File: src/rtl/if_fetch_unit.sv
// Instruction-fetch stage: owns the PC, drives the instruction ROM, and fills
// the IF/ID register. Handles stalls, delay-slot branch redirects (including
// a branch that arrives during a stall), flushes and misaligned targets.
// Optional build macro FETCH_PERF_CNT_EN adds fetch/stall event counters.
module if_fetch_unit #(
  parameter int unsigned       ADDR_W   = 32,
  parameter int unsigned       DATA_W   = 32,
  parameter logic [ADDR_W-1:0] RESET_PC = ADDR_W'(32'h0000_0100)
) (
  input  logic              i_clk,
  input  logic              i_rst,
  input  logic              i_stall,
  input  logic              i_flush,
  input  logic [ADDR_W-1:0] i_flush_pc,
  input  logic              i_branch_en,
  input  logic [ADDR_W-1:0] i_branch_target,
  output logic              o_rom_cen,
  output logic [ADDR_W-1:0] o_rom_addr,
  input  logic [DATA_W-1:0] i_rom_inst,
  output logic              o_id_valid,
  output logic [ADDR_W-1:0] o_id_pc,
  output logic [DATA_W-1:0] o_id_inst,
`ifdef FETCH_PERF_CNT_EN
  output logic [31:0]       o_perf_fetch_cnt,
  output logic [31:0]       o_perf_stall_cnt,
`endif
  output logic              o_addr_err
);

  localparam int unsigned PC_STEP = 4;

  typedef enum logic {
    S_IDLE  = 1'b0,
    S_FETCH = 1'b1
  } state_t;

  state_t            r_state;
  state_t            w_state_nxt;
  logic [ADDR_W-1:0] r_pc;
  logic              r_pending_br;
  logic [ADDR_W-1:0] r_pending_tgt;
  logic              w_rom_cen;
  logic              w_do_flush;
  logic              w_do_stall;
  logic              w_do_fetch;
  logic              w_misaligned;
  logic [ADDR_W-1:0] w_pc_next;

  // State register
  always_ff @(posedge i_clk or posedge i_rst) begin
    if (i_rst) r_state <= S_IDLE;
    else       r_state <= w_state_nxt;
  end

  // Next state, ROM enable and per-edge action select (FLUSH > STALL > normal)
  always_comb begin
    w_state_nxt = r_state;
    w_rom_cen   = 1'b0;
    w_do_flush  = 1'b0;
    w_do_stall  = 1'b0;
    w_do_fetch  = 1'b0;
    case (r_state)
      S_IDLE: begin
        w_state_nxt = S_FETCH;
      end
      S_FETCH: begin
        w_rom_cen  = !i_stall;
        w_do_flush = i_flush;
        w_do_stall = !i_flush && i_stall;
        w_do_fetch = !i_flush && !i_stall;
      end
    endcase
  end

  assign w_misaligned = |r_pc[1:0];

  // Redirect priority: live branch, then branch captured during a stall, then sequential
  assign w_pc_next = i_branch_en  ? i_branch_target :
                     r_pending_br ? r_pending_tgt   :
                                    r_pc + ADDR_W'(PC_STEP);

  // PC, pending redirect and IF/ID register
  always_ff @(posedge i_clk or posedge i_rst) begin
    if (i_rst) begin
      r_pc          <= RESET_PC;
      r_pending_br  <= 1'b0;
      r_pending_tgt <= '0;
      o_id_valid    <= 1'b0;
      o_id_pc       <= '0;
      o_id_inst     <= '0;
      o_addr_err    <= 1'b0;
    end else if (w_do_flush) begin
      r_pc         <= i_flush_pc;
      r_pending_br <= 1'b0;
      o_id_valid   <= 1'b0;
      o_id_inst    <= '0;
      o_addr_err   <= 1'b0;
    end else if (w_do_stall) begin
      if (i_branch_en) begin
        r_pending_br  <= 1'b1;
        r_pending_tgt <= i_branch_target;
      end
    end else if (w_do_fetch) begin
      r_pc         <= w_pc_next;
      r_pending_br <= 1'b0;
      o_id_valid   <= 1'b1;
      o_id_pc      <= r_pc;
      o_id_inst    <= w_misaligned ? '0 : i_rom_inst;
      o_addr_err   <= w_misaligned;
    end
  end

`ifdef FETCH_PERF_CNT_EN
  // Free-running event counters, wrapping modulo 2^32
  always_ff @(posedge i_clk or posedge i_rst) begin
    if (i_rst) begin
      o_perf_fetch_cnt <= '0;
      o_perf_stall_cnt <= '0;
    end else begin
      if (w_do_fetch) o_perf_fetch_cnt <= o_perf_fetch_cnt + 32'd1;
      if (w_do_stall) o_perf_stall_cnt <= o_perf_stall_cnt + 32'd1;
    end
  end
`endif

  assign o_rom_cen  = w_rom_cen;
  assign o_rom_addr = r_pc;

endmodule
File: config.mk
export PLATFORM = sky130hd
export DESIGN_NAME = if_fetch_unit
export DESIGN_NICKNAME = d
export VERILOG_FILES = /design/src/rtl/if_fetch_unit.sv
export SDC_FILE = /design/constraint.sdc
export NUM_CORES = 1
export LEC_CHECK = 0
export CORE_MARGIN = 5
export CORE_UTILIZATION = 47
export CTS_CLUSTER_DIAMETER = 60
export DETAILED_ROUTE_END_ITERATION = 10
export PLACE_DENSITY = 0.81
export SLEW_MARGIN = 40
export SYNTH_ARGS = -nofsm -noshare
export SYNTH_HDL_FRONTEND = slang
export SYNTH_SLANG_ARGS = --single-unit
export TNS_END_PERCENT = 50
File: constraint.sdc
create_clock -name i_clk -period 5.1 [get_ports i_clk]
set_input_delay 1.02 -clock i_clk [delete_from_list [all_inputs] [get_ports i_clk]]
set_output_delay 1.02 -clock i_clk [all_outputs]
set_load 0.005 [all_outputs]
Word level (Yosys, flattened, before mapping)
Cells that the tools add are included.
{"block": "word_totals", "register_bits": 132, "latch_bits": 0, "ramBits": 0, "mem_bits_ro": 0, "input_bits": 101, "output_inout_bits": 99, "n_memories": 0}
{"block": "classes", "add_sub_neg": 1, "multipliers": 0, "div_mod_pow": 0, "order_cmp": 0, "eq_ne": 2, "shifts": 0, "n_mux": 23, "bitwise_logic": 2, "n_reduce_logical": 11}
{"op": "$mux W32", "count": 9}
{"op": "$add A32 B3 Y32 const B", "count": 1}
{"op": "$mux W1", "count": 14}
{"op": "$reduce_and A3 Y1", "count": 2}
{"op": "$reduce_and A2 Y1", "count": 2}
{"op": "$ne A3 B3 Y1 const B", "count": 1}
{"op": "$reduce_bool A3 Y1", "count": 1}
{"op": "$logic_and A1 B1 Y1", "count": 2}
{"op": "$logic_not A1 Y1", "count": 2}
{"op": "$ne A2 B2 Y1 const B", "count": 1}
{"op": "$not A1 Y1", "count": 2}
{"op": "$reduce_bool A2 Y1", "count": 1}
{"op": "$reduce_or A2 Y1", "count": 1}

Longest topological paths before layout
Gate-level depths: netlist of the first run.
{"block": "depth", "word_depth": 6, "depth_mapped": 8, "mapped_depth_nobuf": 6}

Worst setup path after synthesis of the first run
OpenSTA, ideal clock, no wires.
{"block": "synth_timing", "kind": "input-to-output", "startpoint": "in i_stall", "endpoint": "out o_rom_cen", "t_arrival_ns": 1.425, "required_time_ns": 4.080, "slack_ns": 2.655, "path_stages": 3, "path_buffers": 2, "path_cell_list": "buf_2 nor2b_1 buf_2"}
{"block": "synth_via", "elab_chain_len": 2}
{"element": "from (decl)", "line_no": "12", "rtl": "input logic i_stall,"}
{"element": "$logic_not A1 Y1", "line_no": "67", "rtl": "w_rom_cen = !i_stall;"}
{"element": "$mux W1", "line_no": "62", "rtl": "case (r_state)"}
{"element": "to (decl)", "line_no": "17", "rtl": "output logic o_rom_cen,"}
Every way passes these cells.

Worst setup path in the final report of the first run
Same ends and word-level chain as after synthesis.

==> results of run 1 <==
[worst min-delay path, cell delays in order, from the launching register on]
cell and delay, ns:
dfrtp_1 0.34, nand2_1 0.05, nand2_1 0.05
[synthesized netlist by cell type (5+ instances only)]
cell type / n / share of area [%]
o21a_1: 6 / 0.70
nand2b_1: 8 / 0.78
nand3_1: 14 / 1.1
a31oi_1: 11 / 1.1
inv_1: 7 / 0.41
and3_1: 5 / 0.49
o211ai_1: 8 / 0.94
o22ai_1: 15 / 1.5
clkbuf_1: 19 / 1.1
o21ai_0: 29 / 2.3
nand4_1: 9 / 0.88
buf_2: 25 / 2.0
a21oi_1: 32 / 2.5
nor3_1: 9 / 0.70
dfrtp_1: 131 / 51
o22a_1: 5 / 0.68
xor2_1: 7 / 0.96
mux2_2: 31 / 5.5
a22o_1: 31 / 4.2
nand2_1: 132 / 7.7
xnor2_1: 5 / 0.68
nor2_1: 43 / 2.5
[flip-flops by register name, summed over array words and instances (netlist names)]
register,count
r_state,1
o_id_valid,1
o_id_inst,32
o_rom_addr,32
r_pending_br,1
r_pending_tgt,32
o_addr_err,1
o_id_pc,32
[cell families (layout without fill, tap and decap cells)]
group	after synthesis	in the layout
AND/OR/NAND/NOR	243	243
flip-flops	132	132
multiplexers	35	35
AO/OA/AOI/OAI	170	170
adder cells (fa/ha/maj)	1	1
buffers and inverters	55	248
XOR/XNOR	12	12
other	1	1
[through the flow]
step,std cells,util (%),total power (µW)
4_1_cts,1017,68.2,3320
3_3_place_gp,987,63.9,2120
5_1_grt,1018,68.3,3450
2_1_floorplan,649,-,1710
3_5_place_dp,987,64.0,2160
6_report,1018,68.3,3310
[path summary, 6_finish.rpt]
check	to	slack, ns	cells after the start
setup / recovery	o_rom_cen	1.23	3
hold / removal	o_id_pc[22]$_DFFE_PP0P_	0.47	2
setup reg to reg	o_id_inst[20]$_DFFE_PP0P_	2.60	5
hold reg to reg	o_id_pc[22]$_DFFE_PP0P_	0.47	2
max in group asynchronous	o_rom_addr[25]$_DFFE_PP0P_	3.06	3
min in group asynchronous	o_id_inst[22]$_DFFE_PP0P_	1.13	2
[power groups by stage]
stage | logic (µW) | clock network (µW) | registers [µW]
floorplan | 352 | 0 | 1360
global placement | 738 | 0 | 1390
detailed placement | 756 | 0 | 1400
CTS | 762 | 1170 | 1380
global route | 820 | 1220 | 1410
finish | 762 | 1160 | 1390
[per-layer routing]
layer  vias to the layer above  track usage (%)  share of wire, %
met5                         -                0                 0
met2                       341             40.5                49
met3                        39             5.42               8.6
met4                         0             11.0               2.8
met1                      2955             33.1                40
li1                       2691                -                 -
[layout by cell type (no fill, tap or decap), types with 11 or more instances in the layout]
cell type and instances:
clkdlybuf4s50_1 199, a31oi_1 11, o22ai_1 15, o21ai_0 29, buf_4 11, a22o_1 31
a21oi_1 32, dfrtp_1 131, mux2_2 31, nor2_1 43, nand2_1 131, nand3_1 14
clkbuf_16 17
[cell type report]
type / instances / area [µm²]
clock inverter: 4 / 45.0
sequential: 132 / 3300
clock buffer: 26 / 519
timing repair buffer: 211 / 2090
fill: 961 / 4210
multi-input combinational: 462 / 2880
inverter: 7 / 33.8
tap: 176 / 220
==> results.json, run 1 <==
{
  "maxCapViolations": 0,
  "die_height_um": 127,
  "synth-adder-area-share_pct": 0.196,
  "die-area_um2": 16000,
  "final.hold.worst_slack_ns": 0.473,
  "clk_pin_slew_ns": 0.05,
  "synth_edf_count": 0,
  "hold_viol": 0,
  "num_antenna_cells": 0,
  "cp-end-kind": "output pin",
  "clkLatencyLatePin_ns": 0.42,
  "power.switching_fraction_pct": 27.7,
  "yosysUniqueCellTypes": 66,
  "timing.final.crit_share_pct": 75.8,
  "route.detailed.vias_per_inst": 5.92,
  "grt_setup_unrepaired": "no",
  "synthSimpleGateAreaFrac_pct": 18.0,
  "power_frac_clock_pct": 35.0,
  "placementRows": 42,
  "crit_start": "i_stall",
  "combinationalPowerShare_pct": 23.0,
  "io_pins": 200,
  "max_slew.worst_pin.slew_ns": 0.686,
  "cts_root_buffer": "clkbuf_16",
  "globalRouteOverflowTotal": 0,
  "gp_congestion": 0.901,
  "critical-path-top-delay-family": "buffers and inverters",
  "time_the_final_worst_path_needs_with_i_o_delays_and_setup_ns": 3.87,
  "sequential_share_of_power_pct": 42.0,
  "ir_drop_mv": 0.205,
  "number_of_antenna_violations_at_the_first_check_in_global_routing": 0,
  "cpMostUsedCell": "clkdlybuf4s50_1",
  "rr_startpoint": "r_state$_DFF_PP0_",
  "global_route.usage.total_pct": 25.2,
  "setup_tns_final_ns": 0,
  "leakagePower_uw": 0.00386,
  "outcome": "completed",
  "crit_required_ns": 4.08,
  "drt_first_pass_iters": 6,
  "internal_power_uw": 2390,
  "tritoncts": "yes",
  "preCtsSetupSlack_ns": 1.26,
  "cp_cell_sequence": "clkdlybuf4s50_1 -> nor2b_1 -> clkdlybuf4s50_1",
  "htree_levels": 4,
  "port_buffers": 199,
  "grt_pass1_vias": 5913,
  "synth_compound_area_share_pct": 18.5,
  "drtIter0Drc": 639,
  "crit_path_max_incr_delay_ns": 0.63,
  "post_synthesis_mux_area_share_pct": 6.10,
  "dominantRegCellSynth": "dfrtp_1",
  "hold_path_startpoint": "o_id_pc[22]$_DFFE_PP0P_",
  "numCtsBuffers": 17,
  "hpwl_mm": 14.0,
  "post-route-cell-area_um2": 9080,
  "number_of_nets_in_the_final_layout": 933,
  "setup_slack_after_layout_ns": 1.23,
  "ys_warn_count": 0,
  "postSynthAreaPerCell_um2": 9.85,
  "synth_seq_area_share_pct": 51.7,
  "holdBufCountCts": 0,
  "largest_net_degree_at_the_start_of_global_routing": 102,
  "cpMaxStageDelayCell": "clkdlybuf4s50_1",
  "slew_viol_final": 0,
  "power.density_cell_area_nw_per_um2": 364,
  "cts.sinks": 132,
  "die_w_um": 127,
  "post_synth_instance_area_um2": 6390,
  "routed-via-count": 6026,
  "drc": 0,
  "layout-drive-gt1-share_pct": 10.7,
  "postRouteAntennaNets": 0,
  "postCtsSetupRepairBufs": 0,
  "timing.clock.skew_ns": 0.00424,
  "worstSetupStartpointType": "primary input",
  "setup.worst_path.class": "in -> out",
  "effective_utilization_at_floorplan_pct": 48.1,
  "synth-xor-area-share_pct": 1.64,
  "highest_achievable_clock_rate_ghz": 0.259,
  "synth_top_family_by_area": "compound AO/OA/AOI/OAI gates",
  "critical_path_buf_inv_count": 2,
  "grt_first_pass_wirelength_mm": 32.0,
  "cts_max_path_buffers": 2,
  "detail_route.wl_per_cell_um": 19.9,
  "worst-endpoint-arrival_ns": 2.85,
  "cts-resized-gates": 0,
  "postSynthRegisterBits": 132,
  "area_growth_from_synthesis_to_layout_pct": 42.0,
  "setup_viol": 0,
  "postSynthNetCount": 751,
  "min-delay-path-class": "reg -> reg",
  "max-slew-margin-rel_pct": 54.3,
  "cp_max_fo": 10,
  "placed_area_um2": 8510,
  "p_switching_uw": 915,
  "floorplan.core_area_um2": 13300,
  "postSynthCellCount": 649,
  "synth_async_sr_flop_share_pct": 100,
  "wirelength_mm": 20.3
}
No activity file was read; power rests on OpenSTA's default activity.
==> inputs of run 2 (changes only) <==
==> constraint.sdc (replaced) <==
create_clock -name i_clk -period 4.1 [get_ports i_clk]
set_input_delay 0.82 -clock i_clk [delete_from_list [all_inputs] [get_ports i_clk]]
set_output_delay 0.82 -clock i_clk [all_outputs]
set_load 0.005 [all_outputs]
==> results.json, run 2 (synthesized netlist as in run 1, its figures left out) <==
{
  "numCtsBuffers": 17,
  "timing.clock.skew_ns": 0.00495,
  "global_route.usage.met1_pct": 33.3,
  "hold_viol": 0,
  "critical_path_buf_inv_count": 2,
  "worstSetupStartpointType": "primary input",
  "leakagePower_uw": 0.00394,
  "crit_path_max_incr_delay_ns": 0.60,
  "time_the_final_worst_path_needs_with_i_o_delays_and_setup_ns": 3.01,
  "htree_levels": 4,
  "number_of_antenna_violations_at_the_first_check_in_global_routing": 1,
  "globalRouteMet3Util_pct": 5.46,
  "setup_tns_final_ns": 0,
  "postCtsSetupRepairBufs": 0,
  "area_growth_from_synthesis_to_layout_pct": 44.9,
  "detail_route.wl_per_cell_um": 20.2,
  "cts-resized-gates": 0,
  "global_route.usage.total_pct": 25.9,
  "rr_startpoint": "r_state$_DFF_PP0_",
  "maxCapViolations": 0,
  "r2r_setup_slack_ns": 1.89,
  "wirelength_mm": 20.8,
  "max-slew-margin-rel_pct": 57.8,
  "die-area_um2": 16000,
  "mostFrequentLayoutCell": "clkdlybuf4s50_1",
  "post-route-util_pct": 69.7,
  "grt_use_met2_pct": 42.4,
  "gp_congestion": 0.918,
  "grt_first_pass_wirelength_mm": 33.0,
  "combinationalPowerShare_pct": 21.7,
  "cp-end-kind": "output pin",
  "grt_setup_unrepaired": "no",
  "clkLatencyLatePin_ns": 0.42,
  "io_pins": 200,
  "number_of_nets_in_the_final_layout": 938,
  "max_slew.worst_pin.slew_ns": 0.630,
  "cts_root_buffer": "clkbuf_16",
  "p_switching_uw": 1170,
  "power.switching_fraction_pct": 26.5,
  "setup.worst_path.class": "in -> out",
  "final.hold.worst_slack_ns": 0.474,
  "mostFrequentLayoutCells": "199 x clkdlybuf4s50_1, 132 x nand2_1, 131 x dfrtp_1",
  "power_frac_clock_pct": 39.2,
  "critical-path-top-delay-family": "buffers and inverters",
  "effective_utilization_at_floorplan_pct": 48.1,
  "worst-r2r-cell-count": 6,
  "most_used_routing_layer": "met2",
  "drt_first_pass_iters": 5,
  "floorplan.core_area_um2": 13300,
  "holdBufCountCts": 0,
  "cts.sinks": 132,
  "port_buffers": 199,
  "cts_max_path_buffers": 2,
  "hold_endpoint": "o_id_pc[9]$_DFFE_PP0P_",
  "clk_pin_slew_ns": 0.06,
  "placementRows": 42,
  "cp_cell_sequence": "clkdlybuf4s50_1 -> nor2b_1 -> clkdlybuf4s50_1",
  "drtIter0Drc": 640,
  "cpMaxStageDelayCell": "clkdlybuf4s50_1",
  "cpMostUsedCell": "clkdlybuf4s50_1",
  "min-delay-path-class": "reg -> reg",
  "routed-via-count": 6021,
  "setup_viol": 0,
  "worst-endpoint-arrival_ns": 2.19,
  "min_delay_path_depth": 2,
  "outcome": "completed",
  "die_height_um": 127,
  "tritoncts": "yes",
  "route.detailed.vias_per_inst": 5.87,
  "r2r_end": "o_id_inst[6]$_DFFE_PP0P_",
  "timing.final.crit_share_pct": 73.4,
  "cp_max_fo": 10,
  "multi_input_combinational_cell_area_um2": 2870,
  "die_w_um": 127,
  "power.density_cell_area_nw_per_um2": 477,
  "globalRouteOverflowTotal": 0,
  "internal_power_uw": 3250,
  "hpwl_mm": 14.9,
  "slew_viol_final": 0,
  "ir_drop_mv": 0.238,
  "drc": 0,
  "highest_achievable_clock_rate_ghz": 0.332,
  "filler_cell_count": 950,
  "layout-drive-gt1-share_pct": 11.3,
  "hold_path_startpoint": "o_id_pc[9]$_DFFE_PP0P_",
  "largest_net_degree_at_the_start_of_global_routing": 69,
  "postRouteAntennaNets": 0,
  "sequential_share_of_power_pct": 39.1,
  "grt_pass1_vias": 6195,
  "crit_required_ns": 3.28,
  "area.sequential_um2": 3300
}
-- run 2: how the worst max path moves through the flow --
stage,start,to,slack [ns],cells after the start
after floorplan,i_rst,o_addr_err$_DFFE_PP0P_,1.64,1
after global placement,i_flush,o_rom_addr[8]$_DFFE_PP1P_,0.97,6
after detailed placement,i_branch_en,r_pending_tgt[23]$_DFFE_PP0P_,1.04,6
after CTS,i_stall,o_rom_cen,1.08,3
after global routing,i_stall,o_rom_cen,1.01,3
final,i_stall,o_rom_cen,1.09,3
-- run 2: per-stage QoR --
stage          total power [µW]  cells  area (µm²)  worst slack (ns)
2_1_floorplan              2130    649        6400              1.64
3_3_place_gp               2650    991        8530             0.966
3_5_place_dp               2700    993        8590              1.04
4_1_cts                    4440   1025        9260              1.08
5_1_grt                    4590   1026        9260              1.01
6_report                   4420   1026        9260              1.09
-- run 2: metal layers --
metal | vias up | wire (µm)
met5 | - | 0
met4 | 0 | 758
met3 | 62 | 1750
met2 | 331 | 10100
met1 | 2919 | 8130
li1 | 2709 | -
-- run 2: layout make-up --
type	count	area share, %
multi-input combinational	462	31.0
timing repair buffer	216	23.4
inverter	7	0.324
clock inverter	10	2.16
tap	176	2.38
antenna	1	0.0270
sequential	132	35.7
clock buffer	22	5.12
-- run 2: power groups by stage --
| stage | registers (µW) | logic, µW | clock network, µW |
|---|---|---|---|
| after floorplan | 1690 | 438 | 0 |
| after global placement | 1720 | 923 | 0 |
| after detailed placement | 1740 | 959 | 0 |
| after CTS | 1720 | 965 | 1750 |
| after global routing | 1750 | 1040 | 1800 |
| final | 1730 | 962 | 1730 |
-- run 2: worst reg2reg max path, delay by kind of cell, from the launching register on --
family          cells  cell delay [ns]
buf+inv             2             0.53
simple gates        3             0.78
compound gates      1             0.21
flops               1             0.62
